$ cat config.mk
export PLATFORM = sky130hd
export DESIGN_NAME = button_conditioner
export DESIGN_NICKNAME = d
export VERILOG_FILES = /design/src/rtl/button_pkg.sv /design/src/rtl/sync_ff.sv /design/src/rtl/button_conditioner.sv
export SDC_FILE = /design/constraint.sdc
export NUM_CORES = 1
export LEC_CHECK = 0
export ABC_CLOCK_PERIOD_IN_PS = 4250
export CELL_PAD_IN_SITES_DETAIL_PLACEMENT = 0
export CELL_PAD_IN_SITES_GLOBAL_PLACEMENT = 1
export CORE_MARGIN = 3
export CORE_UTILIZATION = 51
export CTS_CLUSTER_SIZE = 12
export DETAILED_ROUTE_END_ITERATION = 6
export HOLD_SLACK_MARGIN = 0.08
export PLACE_DENSITY = 0.88
export SLEW_MARGIN = 30
export SYNTH_ARGS = -nofsm -noshare
export SYNTH_HDL_FRONTEND = slang
export SYNTH_SLANG_ARGS = --single-unit
$ cat constraint.sdc
create_clock -name CLK -period 4.25 [get_ports CLK]
set_clock_uncertainty 0.15 [all_clocks]
set_input_delay 0.425 -clock CLK [delete_from_list [all_inputs] [get_ports CLK]]
set_output_delay 0.425 -clock CLK [all_outputs]
set_load 0.02 [all_outputs]
$ cat src/rtl/button_pkg.sv
// Shared types for the button conditioner: FSM state encoding, counter width
// and a saturating increment helper.
package button_pkg;

  localparam int unsigned BTN_CNT_W = 32;

  typedef enum logic [1:0] {
    IDLE,
    PRESS_WAIT,
    HELD,
    RELEASE_WAIT
  } btn_state_t;

  typedef logic [BTN_CNT_W-1:0] btn_cnt_t;

  // Counters stick at all-ones rather than wrapping back to zero.
  function automatic btn_cnt_t btn_sat_inc(input btn_cnt_t v);
    return (v == '1) ? v : v + btn_cnt_t'(1);
  endfunction

endpackage

$ cat src/rtl/sync_ff.sv
// Multi-flop synchroniser for a single asynchronous line, async active-low
// reset clears every stage to 0.
module sync_ff #(
  parameter int unsigned STAGES = 2
) (
  input  logic clk_i,
  input  logic rst_ni,
  input  logic d_i,
  output logic q_o
);

  if (STAGES < 2) begin : g_chk_stages
    $error("sync_ff: STAGES must be at least 2");
  end

  logic [STAGES-1:0] sync_q;

  always_ff @(posedge clk_i or negedge rst_ni) begin
    if (!rst_ni) begin
      sync_q <= '0;
    end else begin
      sync_q <= {sync_q[STAGES-2:0], d_i};
    end
  end

  assign q_o = sync_q[STAGES-1];

endmodule

$ cat src/rtl/button_conditioner.sv
// Button front end: synchronise, debounce, emit press/release pulses and a
// stable level. Auto-repeat pulses are built only with BUTTON_CONDITIONER_REPEAT_EN.
module button_conditioner
  import button_pkg::*;
#(
  parameter int unsigned SYNC_STAGES        = 2,
  parameter int unsigned DEBOUNCE_CLKS      = 5,
  parameter int unsigned REPEAT_DELAY_CLKS  = 20,
  parameter int unsigned REPEAT_PERIOD_CLKS = 8
) (
  input  logic CLK,
  input  logic RST_N,
  input  logic button_raw,
  output logic button_level,
  output logic press_pulse,
  output logic release_pulse,
  output logic repeat_pulse
);

  if (SYNC_STAGES < 2) begin : g_chk_sync
    $error("button_conditioner: SYNC_STAGES must be at least 2");
  end
  if (DEBOUNCE_CLKS < 1) begin : g_chk_deb
    $error("button_conditioner: DEBOUNCE_CLKS must be at least 1");
  end

  localparam btn_cnt_t DEB_CNT = btn_cnt_t'(DEBOUNCE_CLKS);

  logic b_s;

  sync_ff #(
    .STAGES(SYNC_STAGES)
  ) u_sync (
    .clk_i (CLK),
    .rst_ni(RST_N),
    .d_i   (button_raw),
    .q_o   (b_s)
  );

  btn_state_t state_q, state_d;
  btn_cnt_t   cnt_q, cnt_d;
  logic       level_q, level_d;
  logic       press_q, press_d;
  logic       release_q, release_d;

  always_ff @(posedge CLK or negedge RST_N) begin
    if (!RST_N) begin
      state_q   <= IDLE;
      cnt_q     <= '0;
      level_q   <= 1'b0;
      press_q   <= 1'b0;
      release_q <= 1'b0;
    end else begin
      state_q   <= state_d;
      cnt_q     <= cnt_d;
      level_q   <= level_d;
      press_q   <= press_d;
      release_q <= release_d;
    end
  end

  // Any opposite sample in a WAIT state abandons the pending change.
  always_comb begin
    state_d   = state_q;
    cnt_d     = cnt_q;
    level_d   = level_q;
    press_d   = 1'b0;
    release_d = 1'b0;
    case (state_q)
      IDLE: begin
        if (b_s) begin
          state_d = PRESS_WAIT;
          cnt_d   = btn_cnt_t'(1);
        end
      end
      PRESS_WAIT: begin
        if (!b_s) begin
          state_d = IDLE;
          cnt_d   = '0;
        end else if (cnt_q == DEB_CNT) begin
          state_d = HELD;
          level_d = 1'b1;
          press_d = 1'b1;
          cnt_d   = '0;
        end else begin
          cnt_d = btn_sat_inc(cnt_q);
        end
      end
      HELD: begin
        if (!b_s) begin
          state_d = RELEASE_WAIT;
          cnt_d   = btn_cnt_t'(1);
        end
      end
      RELEASE_WAIT: begin
        if (b_s) begin
          state_d = HELD;
          cnt_d   = '0;
        end else if (cnt_q == DEB_CNT) begin
          state_d   = IDLE;
          level_d   = 1'b0;
          release_d = 1'b1;
          cnt_d     = '0;
        end else begin
          cnt_d = btn_sat_inc(cnt_q);
        end
      end
      default: begin
        state_d = IDLE;
        cnt_d   = '0;
      end
    endcase
  end

  assign button_level  = level_q;
  assign press_pulse   = press_q;
  assign release_pulse = release_q;

`ifdef BUTTON_CONDITIONER_REPEAT_EN
  if (REPEAT_DELAY_CLKS < 1) begin : g_chk_rdly
    $error("button_conditioner: REPEAT_DELAY_CLKS must be at least 1");
  end
  if (REPEAT_PERIOD_CLKS < 1) begin : g_chk_rper
    $error("button_conditioner: REPEAT_PERIOD_CLKS must be at least 1");
  end

  localparam btn_cnt_t RDLY_CNT = btn_cnt_t'(REPEAT_DELAY_CLKS);
  localparam btn_cnt_t RPER_CNT = btn_cnt_t'(REPEAT_PERIOD_CLKS);

  btn_cnt_t rep_q, rep_d;
  btn_cnt_t rep_target;
  logic     rep_first_q, rep_first_d;
  logic     repeat_q, repeat_d;

  always_ff @(posedge CLK or negedge RST_N) begin
    if (!RST_N) begin
      rep_q       <= '0;
      rep_first_q <= 1'b1;
      repeat_q    <= 1'b0;
    end else begin
      rep_q       <= rep_d;
      rep_first_q <= rep_first_d;
      repeat_q    <= repeat_d;
    end
  end

  // Counts HELD cycles up to the current reload, freezes in RELEASE_WAIT.
  always_comb begin
    rep_d       = rep_q;
    rep_first_d = rep_first_q;
    repeat_d    = 1'b0;
    rep_target  = rep_first_q ? RDLY_CNT : RPER_CNT;
    case (state_q)
      HELD: begin
        if (btn_sat_inc(rep_q) >= rep_target) begin
          repeat_d    = 1'b1;
          rep_d       = '0;
          rep_first_d = 1'b0;
        end else begin
          rep_d = btn_sat_inc(rep_q);
        end
      end
      RELEASE_WAIT: begin
        rep_d       = rep_q;
        rep_first_d = rep_first_q;
      end
      default: begin
        rep_d       = '0;
        rep_first_d = 1'b1;
      end
    endcase
  end

  assign repeat_pulse = repeat_q;
`else
  // Repeat parameters have no effect in this build.
  if (REPEAT_DELAY_CLKS == 0 && REPEAT_PERIOD_CLKS == 0) begin : g_rep_unused
  end

  assign repeat_pulse = 1'b0;
`endif

endmodule
## Word level (Yosys, flattened, before mapping)

Index checks and enable logic that the tools add are counted.

- Equal/unequal tests: 13
- $add $sub $neg: 1
- Reductions and logical operators: 5
- Multiplexer cells: 24

Operators by type and width:

| kind | count |
|---|---|
| 32-bit two-way mux | 6 |
| 32-bit case mux with 4 select lines | 1 |
| 32-bit by 1-bit adder with 32-bit output (second input constant) | 1 |
| 32-bit by 3-bit equality test with 1-bit output (second input constant) | 1 |
| 32-bit equality test (second input constant) | 1 |
| 2-bit two-way mux | 6 |
| 1-bit two-way mux | 9 |
| 2-bit inequality test (second input constant) | 4 |
| 2-bit case mux with 4 select lines | 1 |
| 5-bit AND reduction | 1 |
| 2-bit equality test (second input constant) | 2 |
| 2-bit by 1-bit inequality test with 1-bit output (second input constant) | 2 |
| 4-bit AND reduction | 1 |
| 3-bit by 2-bit inequality test with 1-bit output (second input constant) | 1 |
| 3-bit inequality test (second input constant) | 1 |
| 2-bit by 1-bit equality test with 1-bit output (second input constant) | 1 |
| 2-bit zero test | 1 |
| 1-bit case mux with 2 select lines | 1 |
| 2-bit AND reduction | 1 |
| 2-bit nonzero test | 1 |

- Input bits: 3
- Flip-flop bits (word level): 39
- Output and inout bits: 4

## Longest topological paths before layout

- Depth after elaboration: 5
- Mapped depth: 9

## Cells and area by module

From an unflattened synthesis, not the netlist that was laid out.

- Cell total of the unflattened synthesis: 267
- Area total of the unflattened synthesis: 2426.1 µm²

Modules (own cells, without submodules):

| module | sequential area each (µm²) | area each (µm²) | cells each | times used |
|---|---|---|---|---|
| button_conditioner | 925.9 | 2376.0 | 265 | 1 |
| sync_ff | 50.0 | 50.0 | 2 | 1 |

## Least setup slack after synthesis

OpenSTA, ideal clock, no wires.

- Path kind: flip-flop to flip-flop
- Start: register cnt_q[0]
- End: register cnt_q[23]
- Arrival: 1983 ps
- Setup time: 118 ps
- Data required time: 3982 ps
- Setup slack: 1999 ps
- Cell stages (with the launch flop): 9
- Path through: dfrtp_1 > ha_1 > and4_1 > and4_4 > buf_6 > a2111oi_4 > and2b_1 > o21ai_1 > a21o_1

- Longest elaborated chain between the ends: 5

Ends and longest elaborated chain:

| what | RTL line | source |
|---|---|---|
| start, declared | button_conditioner.sv:41 | `btn_cnt_t cnt_q, cnt_d;` |
| start signal, assigned | button_conditioner.sv:55 | `cnt_q <= cnt_d;` |
| 32-bit by 1-bit adder with 32-bit output / 32-bit equality test (equally long branches) | button_pkg.sv:18 | `return (v == '1) ? v : v + btn_cnt_t'(1);` |
| 32-bit two-way mux | button_pkg.sv:18 |  |
| 32-bit two-way mux * | button_conditioner.sv:80, button_conditioner.sv:99 |  |
| 32-bit two-way mux (on tied branches) | button_conditioner.sv:96, button_conditioner.sv:77 |  |
| 32-bit case mux with 4 select lines * | button_conditioner.sv:69 | `case (state_q)` |

Every way passes the cells marked *; elsewhere a longest branch is shown, timed or not.
A chain may end at the register's enable or synchronous reset.

## Final worst setup path

- Start: register cnt_q[1]
- End: register cnt_q[15]

The elaborated chain is that of the path after synthesis.

==> reports/results.txt <==
Status = finished, final reports clean
Critical-path maximum fanout = 26
Inserted Clock Buffers = 5
Vias in the first global route = 1,797
GRT Total Usage = 21.7%
RSZ-0062 raised after global routing = no
First-pass GRT wire length = 8960 um
Avg Cell Area, Syn = 9.15 um2
Initial antenna violation count = 0
FF-to-FF setup slack = 1760 ps
ANT cells = 0
Via count of the routed design = 1,944
Die Y = 73.1 um
CP cell instances = inv_1 > ha_1 > nor3b_1 > nand4_1 > o21ai_2 > buf_4 > a41oi_1 > o21ai_1 > o31ai_1
Max-cap check violation count = 0
Post-synth net total = 256
PwrDens = 455 mW/mm2
Non-Filler Instances = 297
Port bufs = 5
Crit path launch type = flop
Fillers = 369
Worst stage delay on the critical path = 420 ps
Nets = 253
CTS sink cnt = 39
Static Leakage = 0.961 nW
Placed cell count = 291
Final setup violation count = 0
Finished Core Util = 57.4%
Most frequent cells in the layout = dfrtp_1 (39), o21ai_1 (26), nand2_1 (19)
Area Overhead vs Synth = 4.31%
Hpwl dp = 3490 um
Worst skew pair latency = 290 ps
Slew at the pin closest to its max-slew limit = 871 ps
Synth unique cells = 47
Reg2Reg Capture Point = cnt_q[15]
Ys async rst share = 100%
Share of cells above drive strength 1 = 8.10%
Synth Flop Type = dfrtp_1
Synth warnings = 0
CP max stage cell = dfrtp_1
Worst slack, placed = 1710 ps
Total wire length = 5240 um
Vias per cell = 6.55
R2R depth = 9
PnR worst setup slack = 1760 ps
CP delay by family, top = compound AO/OA/AOI/OAI gates
Clk buf depth = 2
Post-Syn Area = 0.00230 mm2
Final weighted congestion in routability-driven placement = 0.781
# Post-CTS Setup Buffers = 0
Row count = 23
Setup TNS = 0 ps
Core area = 0.00417 mm2
#FFs+latches synth = 39
Peak supply drop = 0.317 mV
CP endpoint kind = flop
Number of nets with antenna violations after routing = 0
Yosys top cell area share = 42.5%
H-tree depth = 2
Clock period minus worst slack = 2490 ps
Width of the die = 73.1 um
Worst min path class = in -> async
Area contributors post-synth = dfrtp_1 (43%), o21ai_1 (5.7%), nand4_1 (4.4%), a41oi_1 (3.4%), nand2_1 (3.1%)
Crit path arrival time = 2510 ps
Slew headroom = 42.0%
Yosys top cell by area = dfrtp_1
Clock slew at the register clock pins of the worst setup and hold paths = 70 ps
DR DRC count = 0
Drt pass-1 iters = 4
Cts hold-fix bufs = 0
Fin. max-slew vios = 0
Post-CTS Resized = 0
Syn Inst Count = 251
WHS = 94.4 ps
RR Startpoint = cnt_q[1]
Post-synthesis sequential area ratio = 42.5%
Setup Crit Path Kind = reg -> reg
Period utilization = 58.7%
Boundary Pins = 7
Drt wl/cell = 17.6 um
CTS tree = built
DIE AREA = 0.00534 mm2
FMAX = 401 MHz
Final hold violations = 0
Commonest non-fill, non-tap cell in the layout = dfrtp_1
Critical Path RT = 4270 ps
Residual overflow from global routing = 0
Initial Util = 55.0%
EDFF count, synth = 0
Worst path bufs/invs = 2
Root buf cell = clkbuf_8
Largest net degree at the start of global routing = 40
Initial DRC count = 206
[worst max-delay path by stage]
stage | to | cells past startpoint | start
floorplan | cnt_q[23] | 8 | cnt_q[0]
global placement | cnt_q[29] | 7 | cnt_q[1]
detailed placement | cnt_q[29] | 7 | cnt_q[1]
CTS | cnt_q[29] | 7 | cnt_q[1]
global route | cnt_q[26] | 7 | cnt_q[3]
finish | cnt_q[15] | 9 | cnt_q[1]
[cell type report]
class | instances | area, um2 | share of cell area, %
multi-input cells | 188 | 1200 | 50.0
flip-flops and latches | 39 | 976 | 40.8
clock buffers | 6 | 72.6 | 3.03
well taps | 50 | 62.6 | 2.61
repair buffers | 7 | 60.1 | 2.51
inverters | 7 | 26.3 | 1.10
[kinds of logic (layout without fill, tap and decap cells)]
group | after synthesis | after routing | synth area share (%)
and+or+nand+nor | 88 | 88 | 22.7
xor gates and xnor gates | 1 | 1 | 0.382
DFF | 39 | 39 | 42.5
buffers and inverters | 24 | 20 | 5.40
adders and majority gates | 2 | 2 | 1.09
AOI/OAI and AO/OA | 96 | 96 | 27.8
other | 1 | 1 | 0.163
[synthesized netlist by cell type, types with 2 or more instances]
cell type and n:
buf_2 6, and4_4 2, o21ai_1 26, and3_1 4
a31oi_1 11, nor3_1 3, o21ai_0 14, a21o_1 4
dfrtp_1 39, o41ai_1 3, a21oi_1 13, clkbuf_1 7
nand2b_1 2, a211oi_4 2, ha_1 2, nand3_1 9
and2_1 4, nand2_1 19, nand4_1 16, nor4_1 6
buf_6 3, nor3b_1 2, o31ai_1 6, a41oi_1 9
inv_1 7, nor2_1 8, and4_1 4
[where the power goes]
| group | internal, mW | leakage, nW | switching (mW) |
|---|---|---|---|
| Combinational | 0.138 | 0.390 | 0.293 |
| Clock | 0.109 | 0.0371 | 0.119 |
| Sequential | 0.398 | 0.533 | 0.0317 |
| Total | 0.645 | 0.961 | 0.444 |
[per-layer routing]
| metal | vias to the layer above | part of all wire (%) | track usage, % | wire length (um) |
|---|---|---|---|---|
| met2 | 43 | 44 | 30.9 | 2310 |
| met4 | 0 | 1.7 | 8.20 | 87 |
| met1 | 932 | 49 | 32.2 | 2590 |
| li1 | 960 | - | - | - |
| met3 | 9 | 4.8 | 4.55 | 249 |
| met5 | - | 0 | 0 | 0 |
[stage by stage]
| stage | total power, mW | area [um2] |
|---|---|---|
| floorplan | 0.757 | 2300 |
| global placement | 0.860 | 2320 |
| detailed placement | 0.862 | 2320 |
| CTS | 1.09 | 2390 |
| global route | 1.17 | 2390 |
| finish | 1.09 | 2390 |
[state kept, by name (all words and copies together), names as in the netlist, named ones only]
signal and flops:
release_pulse 1, press_pulse 1, button_level 1, cnt_q 32, state_q 1, u_sync.sync_q 2
Power figures use the tool's default switching activity.
==> RTL change: new RTL, same flow settings <==
Change the package constant `BTN_CNT_W` from 32 to 24.
--- a/src/rtl/button_pkg.sv
+++ b/src/rtl/button_pkg.sv
@@ -2,7 +2,7 @@
 // and a saturating increment helper.
 package button_pkg;
 
-  localparam int unsigned BTN_CNT_W = 32;
+  localparam int unsigned BTN_CNT_W = 24;
 
   typedef enum logic [1:0] {
     IDLE,
Behaviour: same outputs for any inputs over 10 cycles, from zero or initial values and one cycle with RST_N low; that may be too few to reach the edited logic, so the function may still have changed.
==> RTL change against the unedited design <==
  * Non-clock buffer count is the same
  * Setup slack improved by 170 ps
  * Sequential share of layout area decreased by 3.1 points
  * Sequential cell count fell by 8
  * Critical path type unchanged
  * Area after synthesis shrank 18%
  * Design area decreased by 14%
  * Wire length is 17% lower
Power is not compared: it rests on default switching activity, and its combinational part moved more than twofold at a synthesized area within 25%.
==> RTL change: results (changes against the unedited design) <==
Status: completed
Met2 usage: 36.4% (+5.5 points)
Final setup margin: 1920 ps (+167 ps)
GR peak layer: met2
Post-Syn Area per Cell: 9.52 sq um (+4.0%)
Seq Cell Count: 31 (-21%)
Seq/total area: 37.6% (-3.1 points)
Top cells by count, synth: 31 x dfrtp_1, 18 x a21oi_1, 15 x nand2_1, 12 x nand3_1
WP data arrival: 2380 ps (-130 ps)
CP max FO: 29 (+12%)
Critical-path top delay cell: a21oi_4
Logic inverters: 8 (+1)
Non-clk buf share: 3.16% (+0.65 points)
Setup slack at placement: 1980 ps (+264 ps)
Routed WL: 4330 microns (-17%)
All-Layer GR Usage: 22.8% (+1.1 points)
Synth top area cells: dfrtp_1 41%, a21oi_1 4.8%, nand3_1 3.2%
GP Congestion: 0.915 (+17%)
Hold WS: 219 ps (+124 ps)
GRT met3 Usage: 5.06% (+0.51 points)
Cell variety after synth: 54 (+15%)
Grt met1 use: 30.1% (-2.1 points)
Routed length on met3: 196 microns (-21%)
Slew headroom: 51.4% (+9.4 points)
Multi-input combinational cell area: 0.00101 sq mm (-15%)
Fraction of area in multi-input gates: 49.2% (-0.76 points)
Vias in the first global route: 1548 (-14%)
-- RTL change: cell types whose count changed after synthesis, sizes merged, moves of 5 or more --
cell	before	now
o21ai	41	12
nand4	17	6
dfrtp	39	31
or4	0	8
a41oi	9	3
o211ai	0	6
o31ai	6	0
clkbuf	7	2
nand2	20	15
-- RTL change: worst paths after layout --
check,from,endpoint,depth (start not counted)
worst max-delay path,cnt_q[0],cnt_q[20],6
worst min-delay path,u_sync.sync_q[0],u_sync.sync_q[1],0
worst max register to register,cnt_q[0],cnt_q[20],6
worst min register to register,u_sync.sync_q[0],u_sync.sync_q[1],0
max in group asynchronous,RST_N,cnt_q[16],2
min in group asynchronous,RST_N,press_pulse,2
-- RTL change: kinds of logic (layout without fill, tap and decap cells) --
kind of cell	Yosys count	after routing	share of synthesized area, %
mux	1	1	0.598
fa+ha+maj	2	2	1.33
xor+xnor	1	1	0.465
simple gates	76	76	25.4
buf+inv	18	23	5.58
other cells	1	1	0.199
compound gates	68	68	25.3
flops	31	31	41.2
